<file path="src/rtl/hazard_pkg.sv">
// Shared types and constants for the pipeline hazard controller.
package hazard_pkg;

    typedef enum logic {
        RUN      = 1'b0,
        MUL_BUSY = 1'b1
    } state_e;

    localparam int MUL_LAT     = 4;
    localparam int STALL_CNT_W = 16;
    localparam int CNT_W       = 3;

    // Value loaded on multiply start so that the start cycle plus the busy
    // cycles with a non-zero count add up to MUL_LAT stall cycles.
    localparam logic [CNT_W-1:0] MUL_LOAD = CNT_W'(MUL_LAT - 1);

endpackage

</file>
<file path="src/rtl/mul_busy_cnt.sv">
// Down-counter that sequences the multi-cycle multiply: load, decrement, zero flag.
module mul_busy_cnt
    import hazard_pkg::*;
(
    input  logic             clk,
    input  logic             rst,
    input  logic             load_i,
    input  logic             dec_i,
    input  logic [CNT_W-1:0] load_val_i,
    output logic             zero_o
);

    logic [CNT_W-1:0] cnt_q, cnt_d;

    // NOTE: every variable driven in always_comb gets a default first, so no latch is inferred.
    always_comb begin
        cnt_d = cnt_q;
        if (load_i) begin
            cnt_d = load_val_i;
        end else if (dec_i && (cnt_q != '0)) begin
            cnt_d = cnt_q - CNT_W'(1);
        end
    end

    // NOTE: sequential state uses non-blocking assignments only.
    always_ff @(posedge clk or posedge rst) begin
        if (rst) begin
            cnt_q <= '0;
        end else begin
            cnt_q <= cnt_d;
        end
    end

    assign zero_o = (cnt_q == '0);

endmodule

</file>
<file path="src/rtl/hazard_ctrl.sv">
// Pipeline hazard controller: load-use stall, taken-branch flush, multi-cycle multiply stall.
// Multiply sequencing is built only when HAZARD_CTRL_MUL_EN is defined.
module hazard_ctrl
    import hazard_pkg::*;
(
    input  logic                   clk,
    input  logic                   rst,
    input  logic [4:0]             ID_Rs,
    input  logic [4:0]             ID_Rt,
    input  logic                   ID_UseRt,
    input  logic                   EX_MemRead,
    input  logic [4:0]             EX_WR_out,
    input  logic                   EX_BranchTaken,
    input  logic                   EX_MulStart,
    output logic                   PC_Write,
    output logic                   IF_ID_Write,
    output logic                   ID_EX_Write,
    output logic                   IF_ID_Flush,
    output logic                   ID_EX_Flush,
    output logic                   EX_M_Bubble,
    output logic                   mul_done,
    output logic [STALL_CNT_W-1:0] stall_count
);

`ifdef HAZARD_CTRL_MUL_EN
    localparam bit MUL_EN = 1'b1;
`else
    localparam bit MUL_EN = 1'b0;
`endif

    state_e                   state_q, state_d;
    logic [STALL_CNT_W-1:0]   stall_count_q, stall_count_d;
    logic                     busy, load_use, branch, mul_start;
    logic                     cnt_load, cnt_dec, cnt_zero;

    mul_busy_cnt u_mul_busy_cnt (
        .clk        (clk),
        .rst        (rst),
        .load_i     (cnt_load),
        .dec_i      (cnt_dec),
        .load_val_i (MUL_LOAD),
        .zero_o     (cnt_zero)
    );

    // Events are masked while rst is high so outputs show the RUN defaults at once.
    always_comb begin
        busy      = MUL_EN && (state_q == MUL_BUSY);
        load_use  = !rst && !busy && EX_MemRead && (EX_WR_out != 5'd0) &&
                    ((EX_WR_out == ID_Rs) || (ID_UseRt && (EX_WR_out == ID_Rt)));
        branch    = !rst && !busy && EX_BranchTaken;
        mul_start = MUL_EN && !rst && !busy && EX_MulStart && !branch && !load_use;

        PC_Write    = 1'b1;
        IF_ID_Write = 1'b1;
        ID_EX_Write = 1'b1;
        IF_ID_Flush = 1'b0;
        ID_EX_Flush = 1'b0;
        EX_M_Bubble = 1'b0;
        mul_done    = 1'b0;
        state_d     = state_q;
        cnt_load    = 1'b0;
        cnt_dec     = 1'b0;

        if (busy) begin
            if (!cnt_zero) begin
                PC_Write    = 1'b0;
                IF_ID_Write = 1'b0;
                ID_EX_Write = 1'b0;
                EX_M_Bubble = 1'b1;
                cnt_dec     = 1'b1;
            end else begin
                mul_done = 1'b1;
                state_d  = RUN;
            end
        end else if (branch) begin
            IF_ID_Flush = 1'b1;
            ID_EX_Flush = 1'b1;
        end else if (load_use) begin
            PC_Write    = 1'b0;
            IF_ID_Write = 1'b0;
            ID_EX_Flush = 1'b1;
        end else if (mul_start) begin
            PC_Write    = 1'b0;
            IF_ID_Write = 1'b0;
            ID_EX_Write = 1'b0;
            EX_M_Bubble = 1'b1;
            cnt_load    = 1'b1;
            state_d     = MUL_BUSY;
        end
    end

    always_comb begin
        stall_count_d = stall_count_q;
        if (!PC_Write && (stall_count_q != '1)) begin
            stall_count_d = stall_count_q + STALL_CNT_W'(1);
        end
    end

    always_ff @(posedge clk or posedge rst) begin
        if (rst) begin
            state_q       <= RUN;
            stall_count_q <= '0;
        end else begin
            state_q       <= state_d;
            stall_count_q <= stall_count_d;
        end
    end

    assign stall_count = stall_count_q;

endmodule
</file>
<file path="config.mk">
export PLATFORM = sky130hd
export DESIGN_NAME = hazard_ctrl
export DESIGN_NICKNAME = d
export VERILOG_FILES = /design/src/rtl/hazard_pkg.sv /design/src/rtl/mul_busy_cnt.sv /design/src/rtl/hazard_ctrl.sv
export SDC_FILE = /design/constraint.sdc
export NUM_CORES = 1
export LEC_CHECK = 0
export ABC_AREA = 1
export BUFFER_PORTS_ARGS = -buffer_cell sky130_fd_sc_hd__buf_4
export CORE_UTILIZATION = 50
export CTS_CLUSTER_DIAMETER = 60
export CTS_CLUSTER_SIZE = 28
export DETAILED_ROUTE_END_ITERATION = 8
export PLACE_DENSITY = 0.75
export SYNTH_ARGS = -nofsm -noshare
export SYNTH_HDL_FRONTEND = slang
export SYNTH_SLANG_ARGS = --single-unit
</file>
<file path="constraint.sdc">
create_clock -name clk -period 2 [get_ports clk]
set_input_delay 0.4 -clock clk [delete_from_list [all_inputs] [get_ports clk]]
set_output_delay 0.4 -clock clk [all_outputs]
set_load 0.05 [all_outputs]
</file>
==> metrics.yaml <==
cts:
  clock_tree.root_cell: "clkbuf_4"
  cts_buffers: 3
  post_cts_buffers: 0
  clkLatencyLatePin_ps: 290
  cts_resized: 0
  clk_pin_slew_worst_paths_ps: 100
  cts.sinks: 16
  ctsHoldBuffers: 0
  h-tree-depth: 1
  cts_tree: "yes"
  clockBufferDepth: 2
timing:
  rsz0062_at_grt: "no"
  final-setup-viol-count: 0
  period_share_pct: 86.6
  hold-worst-slack_ps: 144
  hold_viol: 0
  slew_violations: 0
  skew_ps: 7.91
  fmax_ghz: 0.577
  setup_tns_ps: 0
  worst_slack_ps: 268
  period_needed_ps: 1730
die:
  start_util_pct: 52.7
  die_x_um: 53.1
  dieArea_um2: 2820
  die_h_um: 53.1
  rows: 18
  core_um2: 2480
  io_pins: 44
cells_and_area:
  area_delta_synth_final_pct: 26.1
  n_fill_cell: 251
  drive_gt1_share_pct: 26.9
  design_area_um2: 1650
  fin_nets: 268
  diodes: 0
  largest_reg_flops: 16
logic_synthesis:
  syn_avg_cell_area_um2: 6.37
  ys_types: 22
  async_reset_ff_share_pct: 100
  synth_edf_count: 0
  ys_warn_count: 0
  ys_ff_latch: 16
  synthesis.area_um2: 1310
  synth_ff_type: "dfrtp_1"
  syn_inst: 205
  seq_area_frac_synth_pct: 30.7
placed_design:
  dpl.hpwl_mm: 2.13
  gp_congestion: 0.799
  io_buffers: 39
  placed_area_um2: 1610
  dp_slack_ps: 238
power:
  vdd_drop_max_uv: 547
  p_leak_nw: 0.904
  power_density_nw_per_um2: 465
  p_total_w: 0.000766
global_routing:
  antenna_found_initial: 0
  track_usage_pct: 22.3
  grt_pass1_wl_mm: 4.61
  grt.overflow.total: 0
  grt_pass1_vias: 1078
  grt_max_degree: 17
critical_path:
  cp.required_ps: 1600
  worst_setup_path_end_kind: "primary output"
  cp.arrival_ps: 1330
  crit_fanout: 4
  critical_path_class: "in -> out"
  worstSetupStartpointType: "input port"
route:
  ant_nets: 0
  viasPerCell: 4.74
  wl_per_cell_um: 10.1
  drtIter0Drc: 22
  drtPass1Iterations: 6
  drc: 0
  drt_wl_total_mm: 2.78
  vias: 1303
outcome:
  status: "finished, final reports clean"
min_path:
  hold_class: "in -> async"
job:
  maxCapViolCount: 0
==> per-layer routing <==
layer  global-route usage, %  vias to the layer above  part of all wire, %
li1                        -                      699                    -
met1                    31.2                      574                   51
met2                    33.5                       25                   44
met3                    5.17                        5                  3.6
met4                    7.02                        0                  1.1
met5                       0                        -                    0
==> cells in the final DEF, fill, tap and decap left out <==
master      Yosys  final
clkinvlp_4      0      1
nand3_1        10     10
nand4_1         6      6
xnor2_1         6      6
inv_1          25     24
clkbuf_8        0      1
nor3_2          1      1
nor2_1         15     15
ha_1            1      1
conb_1          2      3
inv_2           4      4
nand2_2        11     11
nor2_4          1      1
nand3_2         1      1
xor2_1          7      7
o21ai_0         1      1
nor3_1          5      5
nor2_2          1      1
buf_4           5     41
nand4_2         1      1
nand2_1        84     84
clkbuf_4        0      3
dfrtp_1        16     16
nor4_1          1      1
==> power breakdown <==
group | internal [W] | total (W) | leakage (nW) | switching [W]
registers | 0.000333 | 0.000342 | 0.222 | 0.00000824
clock network | 0.000111 | 0.000216 | 0.0210 | 0.000105
logic | 0.0000752 | 0.000208 | 0.661 | 0.000133
==> cells by family after synthesis <==
family                     count (synthesis)  synth area share (%)
other                                      2                 0.575
adders and majority gates                  1                 0.958
AOI/OAI and AO/OA                          1                 0.383
xor gates and xnor gates                  13                  8.72
DFF                                       16                  30.7
and+or+nand+nor                          137                  46.6
buffers and inverters                     35                  12.1
==> worst max-delay path, cell delays in order <==
cell	delay, ps
buf_4	110
inv_1	90
nor2_1	50
nor2_1	110
nand3_1	100
nand2_2	100
nand2_1	50
o21ai_0	80
buf_4	230
==> layout make-up <==
type                            instances  area [um^2]  area share [%]
Sequential cell                        16          400            24.3
Inverter                               29          113            6.84
Multi-Input combinational cell        155          752            45.7
Timing Repair Buffer                   41          308            18.7
Clock buffer                            4         36.3            2.20
Tap cell                               30         37.5            2.28
==> synth_stat cells (all sizes together) (2+ instances only) <==
library cell	instances	area, um^2
nand4	7	50.1
inv	29	109
buf	6	48.8
nor3	6	35.0
conb	2	7.51
dfrtp	16	400
nand3	11	60.1
xnor2	6	52.6
nand2	95	384
nor2	17	73.8
xor2	7	61.3
==> per-stage QoR <==
stage          instances  util [%]
2_1_floorplan        206         -
3_3_place_gp         271      65.0
3_5_place_dp         271      65.0
4_1_cts              275      66.5
5_1_grt              275      66.5
6_report             275      66.5
==> worst paths after layout <==
check | start | end | slack [ps] | cells after the start
max | EX_WR_out[3] | ID_EX_Flush | 270 | 9
max reg2reg | stall_count[1]$_DFFE_PP0P_ | stall_count[11]$_DFFE_PP0P_ | 300 | 8
max in group asynchronous | rst | stall_count[14]$_DFFE_PP0P_ | 1660 | 3
min in group clk | stall_count[5]$_DFFE_PP0P_ | stall_count[5]$_DFFE_PP0P_ | 520 | 2
min reg2reg | stall_count[5]$_DFFE_PP0P_ | stall_count[5]$_DFFE_PP0P_ | 520 | 2
min | rst | stall_count[7]$_DFFE_PP0P_ | 140 | 3
No activity file was read; power rests on OpenSTA's default activity.
